<file path="src/rtl/scp_pkg.sv">
// Shared types and constants for the single-cycle add/noop processor.
// Holds the fetch FSM state type, default bus widths and the NOOP encoding.
package scp_pkg;

    localparam int SCP_ADDR_W = 8;
    localparam int SCP_DATA_W = 32;

    // All-zero word decodes as "add r0, r0, r0", which the datapath treats as a noop
    localparam logic [SCP_DATA_W-1:0] SCP_NOOP = 32'h0000_0000;

    typedef enum logic [1:0] {
        IDLE  = 2'd0,
        RUN   = 2'd1,
        FLUSH = 2'd2
    } fetch_state_t;

endpackage

</file>
<file path="src/rtl/scp_fetch_stage_if.sv">
// Fetch-stage bus: instruction-memory read port, instruction handshake and redirect.
// The master side is the fetch stage; the slave side is memory plus downstream.
interface scp_fetch_stage_if
    import scp_pkg::*;
#(
    parameter int ADDR_W = SCP_ADDR_W,
    parameter int DATA_W = SCP_DATA_W
);

    logic              imem_req;
    logic [ADDR_W-1:0] imem_addr;
    logic [DATA_W-1:0] imem_rdata;

    logic              inst_valid;
    logic              inst_ready;
    logic [DATA_W-1:0] inst_data;
    logic [ADDR_W-1:0] inst_pc;

    logic              redirect_valid;
    logic [ADDR_W-1:0] redirect_pc;

    modport master (
        output imem_req,
        output imem_addr,
        input  imem_rdata,
        output inst_valid,
        input  inst_ready,
        output inst_data,
        output inst_pc,
        input  redirect_valid,
        input  redirect_pc
    );

    modport slave (
        input  imem_req,
        input  imem_addr,
        output imem_rdata,
        input  inst_valid,
        output inst_ready,
        input  inst_data,
        input  inst_pc,
        output redirect_valid,
        output redirect_pc
    );

endinterface

</file>
<file path="src/rtl/scp_skid_buf.sv">
// Two-entry valid/ready buffer carrying {pc, instruction}, head-first ordering.
// A flush empties it in one cycle; a same-cycle pop is still honoured downstream.
module scp_skid_buf #(
    parameter int ADDR_W = 8,
    parameter int DATA_W = 32
) (
    input  logic              clk,
    input  logic              rst,
    input  logic              flush,
    input  logic              push,
    input  logic [ADDR_W-1:0] push_pc,
    input  logic [DATA_W-1:0] push_data,
    input  logic              pop,
    output logic              valid,
    output logic [ADDR_W-1:0] head_pc,
    output logic [DATA_W-1:0] head_data,
    output logic [1:0]        count
);

    logic [ADDR_W-1:0] tail_pc;
    logic [DATA_W-1:0] tail_data;
    logic              do_push;
    logic              do_pop;

    assign valid   = (count != 2'd0);
    assign do_pop  = pop && valid;
    assign do_push = push && ((count != 2'd2) || do_pop);

    // The head register always drives the outputs, so data only moves on a pop or into an empty head
    always_ff @(posedge clk or negedge rst) begin
        if (!rst) begin
            count     <= 2'd0;
            head_pc   <= '0;
            head_data <= '0;
            tail_pc   <= '0;
            tail_data <= '0;
        end else if (flush) begin
            count <= 2'd0;
        end else begin
            case ({do_push, do_pop})
                2'b10: begin
                    if (count == 2'd0) begin
                        head_pc   <= push_pc;
                        head_data <= push_data;
                    end else begin
                        tail_pc   <= push_pc;
                        tail_data <= push_data;
                    end
                    count <= count + 2'd1;
                end
                2'b01: begin
                    head_pc   <= tail_pc;
                    head_data <= tail_data;
                    count     <= count - 2'd1;
                end
                2'b11: begin
                    if (count == 2'd1) begin
                        head_pc   <= push_pc;
                        head_data <= push_data;
                    end else begin
                        head_pc   <= tail_pc;
                        head_data <= tail_data;
                        tail_pc   <= push_pc;
                        tail_data <= push_data;
                    end
                end
                default: begin
                end
            endcase
        end
    end

endmodule

</file>
<file path="src/rtl/scp_fetch_stage.sv">
// Instruction-fetch stage: PC, 1-cycle-latency memory requests, redirect/flush FSM.
// Optional SCP_FETCH_PERF_EN adds saturating accept and stall counters.
module scp_fetch_stage
    import scp_pkg::*;
#(
    parameter int                ADDR_W   = SCP_ADDR_W,
    parameter int                DATA_W   = SCP_DATA_W,
    parameter logic [ADDR_W-1:0] RESET_PC = '0
) (
    input  logic        clk,
    input  logic        rst,
    scp_fetch_stage_if.master bus
`ifdef SCP_FETCH_PERF_EN
    ,
    output logic [31:0] perf_fetched,
    output logic [31:0] perf_stall
`endif
);

    fetch_state_t      state;
    fetch_state_t      state_next;
    logic [ADDR_W-1:0] pc;
    logic [ADDR_W-1:0] req_pc;
    logic              inflight;
    logic              issue;
    logic              accept;
    logic              push;
    logic [1:0]        count;
    logic [2:0]        occupancy;

    assign accept = bus.inst_valid && bus.inst_ready;

    // Counting the same-cycle pop as a freed slot is what lets ready=1 sustain one fetch per cycle
    assign occupancy = {1'b0, count} - {2'b00, accept} + {2'b00, inflight};

    // A response arriving in a redirect cycle belongs to the old stream and is dropped
    assign push = inflight && !bus.redirect_valid;

    always_comb begin
        state_next = state;
        issue      = 1'b0;
        case (state)
            IDLE: begin
                state_next = bus.redirect_valid ? FLUSH : RUN;
            end
            RUN: begin
                if (bus.redirect_valid) begin
                    state_next = FLUSH;
                end else begin
                    issue = (count != 2'd2) && (occupancy < 3'd2);
                end
            end
            FLUSH: begin
                state_next = bus.redirect_valid ? FLUSH : RUN;
            end
            default: begin
                state_next = IDLE;
            end
        endcase
    end

    assign bus.imem_req  = issue;
    assign bus.imem_addr = pc;

    always_ff @(posedge clk or negedge rst) begin
        if (!rst) begin
            state    <= IDLE;
            pc       <= RESET_PC;
            req_pc   <= '0;
            inflight <= 1'b0;
        end else begin
            state    <= state_next;
            inflight <= issue;
            if (issue) begin
                req_pc <= pc;
            end
            if (bus.redirect_valid) begin
                pc <= bus.redirect_pc;
            end else if (issue) begin
                pc <= pc + ADDR_W'(1);
            end
        end
    end

    scp_skid_buf #(
        .ADDR_W (ADDR_W),
        .DATA_W (DATA_W)
    ) u_buf (
        .clk       (clk),
        .rst       (rst),
        .flush     (bus.redirect_valid),
        .push      (push),
        .push_pc   (req_pc),
        .push_data (bus.imem_rdata),
        .pop       (bus.inst_ready),
        .valid     (bus.inst_valid),
        .head_pc   (bus.inst_pc),
        .head_data (bus.inst_data),
        .count     (count)
    );

`ifdef SCP_FETCH_PERF_EN
    // Counters survive redirects; only reset clears them
    always_ff @(posedge clk or negedge rst) begin
        if (!rst) begin
            perf_fetched <= 32'd0;
            perf_stall   <= 32'd0;
        end else begin
            if (accept && (perf_fetched != {32{1'b1}})) begin
                perf_fetched <= perf_fetched + 32'd1;
            end
            if (bus.inst_valid && !bus.inst_ready && (perf_stall != {32{1'b1}})) begin
                perf_stall <= perf_stall + 32'd1;
            end
        end
    end
`endif

endmodule

</file>
<file path="src/flat_wrapper.sv">
// flat-port wrapper written by rule: the top's interface ports become plain ports
module scp_fetch_stage_flat import scp_pkg::*;
#(
    parameter int                ADDR_W   = SCP_ADDR_W,
    parameter int                DATA_W   = SCP_DATA_W,
    parameter logic [ADDR_W-1:0] RESET_PC = '0
)
  (clk, rst, bus_imem_req, bus_imem_addr, bus_imem_rdata, bus_inst_valid, bus_inst_ready, bus_inst_data, bus_inst_pc, bus_redirect_valid, bus_redirect_pc);
  scp_fetch_stage_if #(.ADDR_W(ADDR_W), .DATA_W(DATA_W)) bus_i ();
  input  logic clk;
  input  logic rst;
  output wire logic [$bits(bus_i.imem_req)-1:0] bus_imem_req;
  output wire logic [$bits(bus_i.imem_addr)-1:0] bus_imem_addr;
  input wire logic [$bits(bus_i.imem_rdata)-1:0] bus_imem_rdata;
  output wire logic [$bits(bus_i.inst_valid)-1:0] bus_inst_valid;
  input wire logic [$bits(bus_i.inst_ready)-1:0] bus_inst_ready;
  output wire logic [$bits(bus_i.inst_data)-1:0] bus_inst_data;
  output wire logic [$bits(bus_i.inst_pc)-1:0] bus_inst_pc;
  input wire logic [$bits(bus_i.redirect_valid)-1:0] bus_redirect_valid;
  input wire logic [$bits(bus_i.redirect_pc)-1:0] bus_redirect_pc;
  assign bus_imem_req = bus_i.imem_req;
  assign bus_imem_addr = bus_i.imem_addr;
  assign bus_i.imem_rdata = bus_imem_rdata;
  assign bus_inst_valid = bus_i.inst_valid;
  assign bus_i.inst_ready = bus_inst_ready;
  assign bus_inst_data = bus_i.inst_data;
  assign bus_inst_pc = bus_i.inst_pc;
  assign bus_i.redirect_valid = bus_redirect_valid;
  assign bus_i.redirect_pc = bus_redirect_pc;
  scp_fetch_stage #(.ADDR_W(ADDR_W), .DATA_W(DATA_W), .RESET_PC(RESET_PC)) u_core (.clk(clk), .rst(rst), .bus(bus_i));
endmodule
</file>
<file path="config.mk">
export PLATFORM = sky130hd
export DESIGN_NAME = scp_fetch_stage_flat
export DESIGN_NICKNAME = d
export VERILOG_FILES = /design/src/rtl/scp_pkg.sv /design/src/rtl/scp_fetch_stage_if.sv /design/src/rtl/scp_skid_buf.sv /design/src/rtl/scp_fetch_stage.sv /design/src/flat_wrapper.sv
export SDC_FILE = /design/constraint.sdc
export NUM_CORES = 1
export LEC_CHECK = 0
export ABC_AREA = 1
export BUFFER_PORTS_ARGS = -buffer_cell sky130_fd_sc_hd__buf_2
export CAP_MARGIN = 30
export CORE_MARGIN = 8
export CORE_UTILIZATION = 45
export DETAILED_ROUTE_END_ITERATION = 8
export HOLD_SLACK_MARGIN = 0.03
export PLACE_DENSITY = 0.72
export RECOVER_POWER = 50
export SLEW_MARGIN = 20
export SYNTH_ARGS = -nofsm -noshare
export SYNTH_HDL_FRONTEND = slang
export SYNTH_HIERARCHICAL = 1
export SYNTH_SLANG_ARGS = --single-unit
</file>
<file path="constraint.sdc">
create_clock -name clk -period 8.78 [get_ports clk]
set_input_delay 1.756 -clock clk [delete_from_list [all_inputs] [get_ports clk]]
set_output_delay 1.756 -clock clk [all_outputs]
set_load 0.05 [all_outputs]
</file>
==> results of run 1 <==
[per-stage QoR]
stage	cell area, um2	hold WS (ns)	std cells	total power, uW	util
2_1_floorplan	4870	0.443	642	1420	-
3_3_place_gp	5400	0.448	846	1610	0.505
3_5_place_dp	5430	0.453	847	1640	0.507
4_1_cts	5630	0.477	861	1950	0.526
5_1_grt	5600	0.493	862	2060	0.523
6_report	5600	0.474	862	1920	0.523
[cell usage in the layout (no fill, tap or decap), types with 2 or more instances in the layout]
cell type / synthesis / routed
nand3_1: 100 / 100
nand2_1: 341 / 341
clkbuf_8: 0 / 12
dfrtp_1: 101 / 101
buf_2: 21 / 70
buf_4: 1 / 6
nand2_2: 2 / 2
a21boi_0: 4 / 4
a21oi_1: 2 / 2
clkbuf_1: 10 / 26
nor2_1: 7 / 7
o21ai_0: 6 / 6
ha_1: 5 / 5
inv_1: 22 / 21
o21ai_1: 6 / 6
nor2_4: 3 / 3
inv_2: 2 / 3
[worst max-delay path: stages]
cell	delay (ns)
clkbuf_1	0.57
clkbuf_1	1.32
clkbuf_1	2.23
[where the power goes]
| group | internal (uW) | switching (uW) | leakage (uW) |
|---|---|---|---|
| clock network | 152 | 149 | 0.000102 |
| logic | 202 | 640 | 0.00175 |
| registers | 660 | 121 | 0.00131 |
| total | 1020 | 909 | 0.00316 |
[worst max-delay path by stage]
stage / from / to / cells after the start
2_1_floorplan: bus_inst_ready / bus_imem_req / 10
3_3_place_gp: bus_inst_ready / bus_imem_req / 11
3_5_place_dp: bus_inst_ready / bus_imem_req / 11
4_1_cts: bus_inst_ready / bus_imem_req / 11
5_1_grt: rst / u_core/u_buf/head_data[11] / 3
6_report: rst / u_core/u_buf/tail_pc[3] / 3
[layout make-up]
class                           instances  area [um2]  area share
Clock inverter                          1        30.0     0.00537
Timing Repair Buffer                  102         517      0.0923
Clock buffer                           13         169      0.0302
Multi-Input combinational cell        481        2090       0.373
Tap cell                              140         175      0.0313
Sequential cell                       101        2530       0.452
Inverter                               24        90.1      0.0161
[registers in the layout, indices dropped and copies added, names as in the netlist]
signal	flops
u_core/inflight	1
u_core/bus.imem_addr	8
u_core/u_buf/count	2
u_core/u_buf/head_data	32
u_core/u_buf/tail_pc	8
u_core/state	2
u_core/u_buf/tail_data	32
u_core/u_buf/head_pc	8
u_core/req_pc	8
[metal layers]
metal	part of all wire	vias up	wire length, um
li1	-	2161	-
met1	0.45	2112	5490
met2	0.48	124	5810
met3	0.057	9	696
met4	0.010	0	125
met5	0	-	0
[cells by family after synthesis]
logic type      Yosys count  share of synthesized area
fa+ha+maj                 6                     0.0170
compound gates           19                     0.0223
flops                   101                      0.519
buf+inv                  60                     0.0539
xor+xnor                  1                    0.00180
simple gates            455                      0.386
==> flow_summary.ini, run 1 <==
[sta]
tightestPinTransition_ns = 3.05
fin_ws_ns = 2.65
finalCritPeriodShare = 0.698
setup_tns_ns = 0
hold_viol_final = 0
slew_viol_final = 91
min_period_ns = 6.13
fin_skew_ns = 0.00891
max_slew_margin = -1.04
rsz0062_at_grt = false
fmax_mhz = 163
finalSetupViolations = 0

[cts]
cts_resized = 0
root_buffer = clkbuf_8
cts_tree = built
postCtsHoldBufs = 0
numCtsBuffers = 9
ctsHtreeMaxLevel = 3
cts_max_path_buffers = 2
numClockSinks = 101
clk_pin_slew_ns = 0.09
clk_latency_ns = 0.36
cts_setup_buffers = 0

[final_layout]
syn2layout_area_growth_pct = 14.9
antenna_cells = 0
num-nets-final = 769
fillers = 1079
drive_above_1_share = 0.140

[grt]
grt.met1_usage = 0.214
grt_max_degree = 57
track_usage = 0.172
grt_pass1_wl_mm = 20.5
grt_pass1_vias = 4442
grt_util_met2 = 0.287
antenna_found_initial = 0
grt-busiest-layer = met2
met3_usage = 0.0418
overflow = 0

[route]
routedWlPerCell_um = 14.1
via_count = 4406
first_pass_iters = 5
first_iter_violations = 314
routed_via_density = 5.11
drtAntennaViolNets = 0
routed_wirelength_mm = 12.1
drc = 0

[power]
power_density_nw_per_um2 = 344
leakage_uw = 0.00316
ir_drop_v = 0.000193

[min_path]
holdPathStages = 2
min_from = u_core/u_buf/head_data[15]
holdPathEnd = u_core/u_buf/head_data[15]
min_path_type = reg2reg

[floorplanning]
rows = 38
die_y_um = 120
start_util = 0.455
ios = 94
die_width_um = 120
die_area_um2 = 14400
core_area_um2 = 10700

[setup_path]
crit_required_ns = 8.59
r2r_slack_ns = 5.78
worstSetupPathType = in2async
worstPathArrival_ns = 5.94
r2r_end = u_core/bus.imem_addr[2]
cp-end-kind = async pin
r2r_cells = 15
critPathMaxFanout = 56
reg2reg_from = u_core/u_buf/count[1]
cp-start-kind = input port

[synthesis]
synthCells = 642
synth-seq-area-share = 0.519
syn_nets = 692
netlist.area_leader.share = 0.519
synth.distinct_cells = 23
syn_area_per_cell_um2 = 7.59
synth_area_leaders = dfrtp_1 (52%), nand2_1 (26%), nand3_1 (10%)
ys.flop_type = dfrtp_1
yosysWarnings = 6
synth_enable_flop_cells = 0
synth_common_cells = nand2_1 (341), dfrtp_1 (101), nand3_1 (100)
syn_area_um2 = 4870
ys_ff_latch = 101
yosys.area.top_type = dfrtp_1
synth.most_common_cell = nand2_1
async_reset_ff_frac = 1.00

[placed_design]
io_buffers = 93
gp_congestion = 0.797
dpl.hpwl_mm = 8.01
pre_cts_slack_ns = 3.17

[run_status]
failed_checks = capacitance limit, slew limit
status = finished, violations left

[flow_run]
cap_viol_max_count = 2
Power figures use the tool's default switching activity.
==> run 2, diff against run 1 <==
Settings changed: PLACE_DENSITY 0.72 to 0.75.
Clock period 8.78 ns to 5.1 ns, I/O delays scaled along.
==> run 2 against run 1 <==
The flow still finishes with violations (capacitance limit, slew limit). First-iteration DRC count fell by 1.6%. Power rose by 71%. Sequential share of layout area rose by 0.16 points. Core utilization fell by 0.19 points.
==> flow_summary.ini, run 2 (synthesis gave the netlist of run 1 again) <==
[setup_path]
worstPathArrival_ns = 3.22
r2r_cells = 11
slowest_stage = fa_1
cp-end-kind = output port
cp-start-kind = register
critPathMaxFanout = 13
cp_cell_sequence = inv_1, ha_1, inv_2, nand2_1, inv_1, ha_1, or2_2, fa_1, nand2_1, inv_1, nand2_2, nor2_4, buf_2
cpPeakStageDelay_ns = 0.49
worstSetupPathType = reg2out
crit_top_cell = inv_1
crit_required_ns = 4.08

[power]
ir_drop_v = 0.000306
internal-power_uw = 1720
p_switching_uw = 1560
clkPwrFrac = 0.153
leakage_uw = 0.00315
seq_power_share = 0.411
p_sw_frac = 0.476
power_density_nw_per_um2 = 589
p_total_uw = 3280
comb_power_share = 0.437

[placed_design]
dpl.hpwl_mm = 8.09
gp_congestion = 0.846
placed_area_um2 = 5420
io_buffers = 93

[cts]
ctsHtreeMaxLevel = 3
numCtsBuffers = 9
cts_resized = 0
clk_latency_ns = 0.36
clk_pin_slew_ns = 0.09
root_buffer = clkbuf_8
numClockSinks = 101
postCtsHoldBufs = 0
cts_setup_buffers = 0
cts_tree = built
cts_max_path_buffers = 2

[flow_run]
cap_viol_max_count = 2

[floorplanning]
core_area_um2 = 10700
rows = 38
die_width_um = 120
ios = 94
start_util = 0.455
die_y_um = 120
die_area_um2 = 14400

[final_layout]
final_util = 0.521
reg_top3 = u_core/u_buf/head_data: 32 flops, u_core/u_buf/tail_data: 32 flops
final_common_cell = nand2_1
antenna_cells = 0
stdcell_area_um2 = 5580
layout_common_cells = nand2_1 (341), dfrtp_1 (101), nand3_1 (100)
syn2layout_area_growth_pct = 14.5
num-nets-final = 769
drive_above_1_share = 0.141

[route]
drc = 0
routed_via_density = 4.98
via_count = 4299
routedWlPerCell_um = 13.5
first_iter_violations = 309
first_pass_iters = 4
drtAntennaViolNets = 0
routed_wirelength_mm = 11.7

[grt]
track_usage = 0.168
grt_pass1_wl_mm = 20.2
antenna_found_initial = 0
grt_max_degree = 63
overflow = 0
grt_pass1_vias = 4405

[run_status]
failed_checks = capacitance limit, slew limit
status = finished, violations left

[sta]
max_slew_margin = -0.460
finalSetupViolations = 0
rsz0062_at_grt = false
hold_ws_ns = 0.473
finalCritPeriodShare = 0.831
slew_viol_final = 41
fmax_mhz = 236
setup_tns_ns = 0
min_period_ns = 4.24
hold_viol_final = 0
fin_skew_ns = 0.00586
tightestPinTransition_ns = 2.19

[min_path]
holdPathStages = 2
min_path_type = reg2reg
-- run 2: power by group through the flow --
stage	combinational (uW)	clock, uW	sequential [uW]
after CTS	1480	520	1350
after global routing	1580	553	1390
after floorplan	572	0	1880
after global placement	1440	0	1340
final	1430	502	1350
after detailed placement	1470	0	1360
-- run 2: critical path, delay by kind of cell (launching register included) --
family                     cells  cell delay, ns
and+or+nand+nor                5            0.76
buffers and inverters          5            0.65
adders and majority gates      3            1.01
DFF                            1            0.44
-- run 2: final timing paths --
| kind | start | end | slack (ns) |
|---|---|---|---|
| min reg2reg | u_core/u_buf/head_data[15] | u_core/u_buf/head_data[15] | 0.47 |
| min | u_core/u_buf/head_data[15] | u_core/u_buf/head_data[15] | 0.47 |
| max | u_core/u_buf/count[1] | bus_imem_req | 0.86 |
| max reg2reg | u_core/u_buf/count[1] | u_core/u_buf/tail_data[18] | 1.90 |
| min in group asynchronous | rst | u_core/u_buf/head_data[7] | 1.29 |
| max in group asynchronous | rst | u_core/u_buf/head_pc[4] | 1.40 |
-- run 2: cell type report --
type	instances	area [um2]
fillers	1050	5120
repair buffers	102	502
clock inverters	3	45.0
inverters	24	90.1
well taps	140	175
multi-input cells	481	2090
clock buffers	13	149
flip-flops and latches	101	2530
-- run 2: routing by layer --
| layer | vias up | global-route usage | share of wire | routed length [um] |
|---|---|---|---|---|
| li1 | 2162 | - | - | - |
| met1 | 2010 | 0.191 | 0.43 | 5000 |
| met2 | 106 | 0.306 | 0.50 | 5880 |
| met3 | 21 | 0.0324 | 0.047 | 545 |
| met4 | 0 | 0.0648 | 0.021 | 250 |
| met5 | - | 0 | 0 | 0 |
-- run 2: through the flow --
| stage | worst slack (ns) | std cells |
|---|---|---|
| finish | 0.861 | 864 |
| detailed placement | 0.941 | 848 |
| global placement | 1.01 | 848 |
| floorplan | 1.44 | 642 |
| global route | 0.637 | 864 |
| CTS | 0.822 | 864 |
==> run 3, diff against run 2 <==
Settings changed: PLACE_DENSITY 0.75 to 0.72.
Clock period 5.1 ns to 4.2 ns, I/O delays scaled along.
==> run 3 against run 2 <==
Clock skew rose by 0.0096 ns. Combinational power is 23% higher. Power grew 25%. Hold slack improved by 0.0053 ns. First-iteration DRC count increased by 19%. Largest cell class unchanged. Sequential share of layout area decreased by 0.38 points. Final cell count increased by 0.12%. The run ends with capacitance limit left. Critical endpoint unchanged. Die area stayed put. Clock power up 41%. Non-clock buffer count grew 2.
==> flow_summary.ini, run 3 (synthesis gave the netlist of run 1 again) <==
[run_status]
status = finished, violations left
failed_checks = capacitance limit

[setup_path]
slowest_stage = fa_1
cp_cell_sequence = inv_1, ha_1, inv_2, nand2_1, inv_1, ha_1, or2_2, fa_1, nand2_1, inv_1, nand2_2, nor2_4, buf_2
worstSetupPathType = reg2out
cpPeakStageDelay_ns = 0.51
r2r_end = u_core/bus.imem_addr[1]
crit_required_ns = 3.36
r2r_slack_ns = 1.15
critical_path_buf_inv_count = 5
reg2reg_from = u_core/u_buf/count[1]
worstPathArrival_ns = 3.09
cp-start-kind = register
cp-end-kind = output port
critPathMaxFanout = 5
critical-path-top-delay-family = adder cells
crit_top_cell = inv_1
r2r_cells = 16

[sta]
setup_tns_ns = 0
tightestPinTransition_ns = 1.49
hold_viol_final = 0
finalSetupViolations = 0
finalCritPeriodShare = 0.935
min_period_ns = 3.93
slew_viol_final = 0
rsz0062_at_grt = false
max_slew_margin = 0.00390
fin_skew_ns = 0.0155
fmax_mhz = 255

[power]
internal-power_uw = 2180
p_sw_frac = 0.468
ir_drop_v = 0.000373
power_density_nw_per_um2 = 729
clkPwrFrac = 0.173
seq_power_share = 0.398
leakage_uw = 0.00317
comb_power_share = 0.429
p_switching_uw = 1920

[route]
routed_via_density = 5.08
first_pass_iters = 4
drc = 0
routed_wirelength_mm = 12.1
via_count = 4398
drtAntennaViolNets = 0
routedWlPerCell_um = 14.0
first_iter_violations = 369

[cts]
cts_max_path_buffers = 2
clk_pin_slew_ns = 0.10
numCtsBuffers = 9
root_buffer = clkbuf_8
ctsHtreeMaxLevel = 3
cts_setup_buffers = 0
cts_tree = built
postCtsHoldBufs = 0
cts_resized = 0
clk_latency_ns = 0.35
numClockSinks = 101

[placed_design]
io_buffers = 93
gp_congestion = 0.825
dpl.hpwl_mm = 7.93
placed_area_um2 = 5420

[grt]
antenna_found_initial = 0
grt_max_degree = 79
overflow = 0
grt_pass1_vias = 4312
grt_pass1_wl_mm = 20.6
track_usage = 0.171

[floorplanning]
start_util = 0.455
rows = 38
ios = 94
die_width_um = 120
core_area_um2 = 10700
die_y_um = 120
die_area_um2 = 14400

[min_path]
holdPathEnd = u_core/u_buf/head_data[16]
holdPathStages = 2
min_from = u_core/u_buf/head_data[16]
min_path_type = reg2reg

[final_layout]
reg_top3 = u_core/u_buf/head_data: 32 flops, u_core/u_buf/tail_data: 32 flops
syn2layout_area_growth_pct = 15.5
stdcell_area_um2 = 5620
num-nets-final = 771
layout_common_cells = nand2_1 (341), dfrtp_1 (101), nand3_1 (100)
drive_above_1_share = 0.142
antenna_cells = 0
final_common_cell = nand2_1

[flow_run]
cap_viol_max_count = 1
run 3: cell count changes in the layout (fill, tap and decap cells not counted), sizes merged:
| cell | change |
|---|---|
| buf | -1 |
| clkbuf | +2 |
| clkinvlp | -1 |
| bufinv | +1 |
run 3: final cells by class:
type | instances | area, um2
Sequential cell | 101 | 2530
Clock inverter | 3 | 67.6
Inverter | 24 | 90.1
Multi-Input combinational cell | 481 | 2090
Timing Repair Buffer | 104 | 510
Fill cell | 1056 | 5070
Clock buffer | 12 | 165
Tap cell | 140 | 175
run 3: power groups by stage:
| stage | clock (uW) | combinational [uW] | sequential (uW) |
|---|---|---|---|
| floorplan | 0 | 694 | 2280 |
| global placement | 0 | 1760 | 1620 |
| detailed placement | 0 | 1800 | 1640 |
| CTS | 721 | 1810 | 1620 |
| global route | 757 | 1940 | 1680 |
| finish | 709 | 1760 | 1630 |
run 3: worst reg2reg max path: stages (launching register included):
cell and delay (ns):
dfrtp_1 0.45, inv_1 0.12, ha_1 0.27, inv_2 0.07
nand2_1 0.07, inv_1 0.05, ha_1 0.25, or2_2 0.31
fa_1 0.51, nand2_1 0.06, inv_1 0.11, nand2_2 0.08
nor2_4 0.12, buf_4 0.18, nor2_1 0.11, nand2_1 0.12
nand2_1 0.06
run 3: metrics by stage:
step	utilization	hold WS, ns	setup slack (ns)	std cells	power (uW)
after floorplan	-	0.443	0.772	642	2980
after global placement	0.507	0.448	0.628	849	3380
after detailed placement	0.507	0.454	0.574	849	3440
after CTS	0.529	0.477	0.250	864	4150
after global routing	0.526	0.496	0.109	865	4380
final	0.526	0.478	0.273	865	4100
run 3: how the worst max path moves through the flow:
stage | from | end | slack [ns] | cells past startpoint
after global routing | u_core/u_buf/count[0] | bus_imem_req | 0.11 | 13
after detailed placement | bus_inst_ready | bus_imem_req | 0.57 | 11
final | u_core/u_buf/count[1] | bus_imem_req | 0.27 | 13
after floorplan | u_core/u_buf/count[1] | bus_imem_req | 0.77 | 13
after CTS | u_core/u_buf/count[1] | bus_imem_req | 0.25 | 13
after global placement | bus_inst_ready | bus_imem_req | 0.63 | 11
run 3: per-layer routing:
layer / global-route usage / wire (um) / part of all wire / vias to the layer above
met2: 0.281 / 5720 / 0.47 / 146
met3: 0.0357 / 777 / 0.064 / 12
met1: 0.221 / 5430 / 0.45 / 2080
met4: 0.0539 / 140 / 0.012 / 0
li1: - / - / - / 2160
met5: 0 / 0 / 0 / -
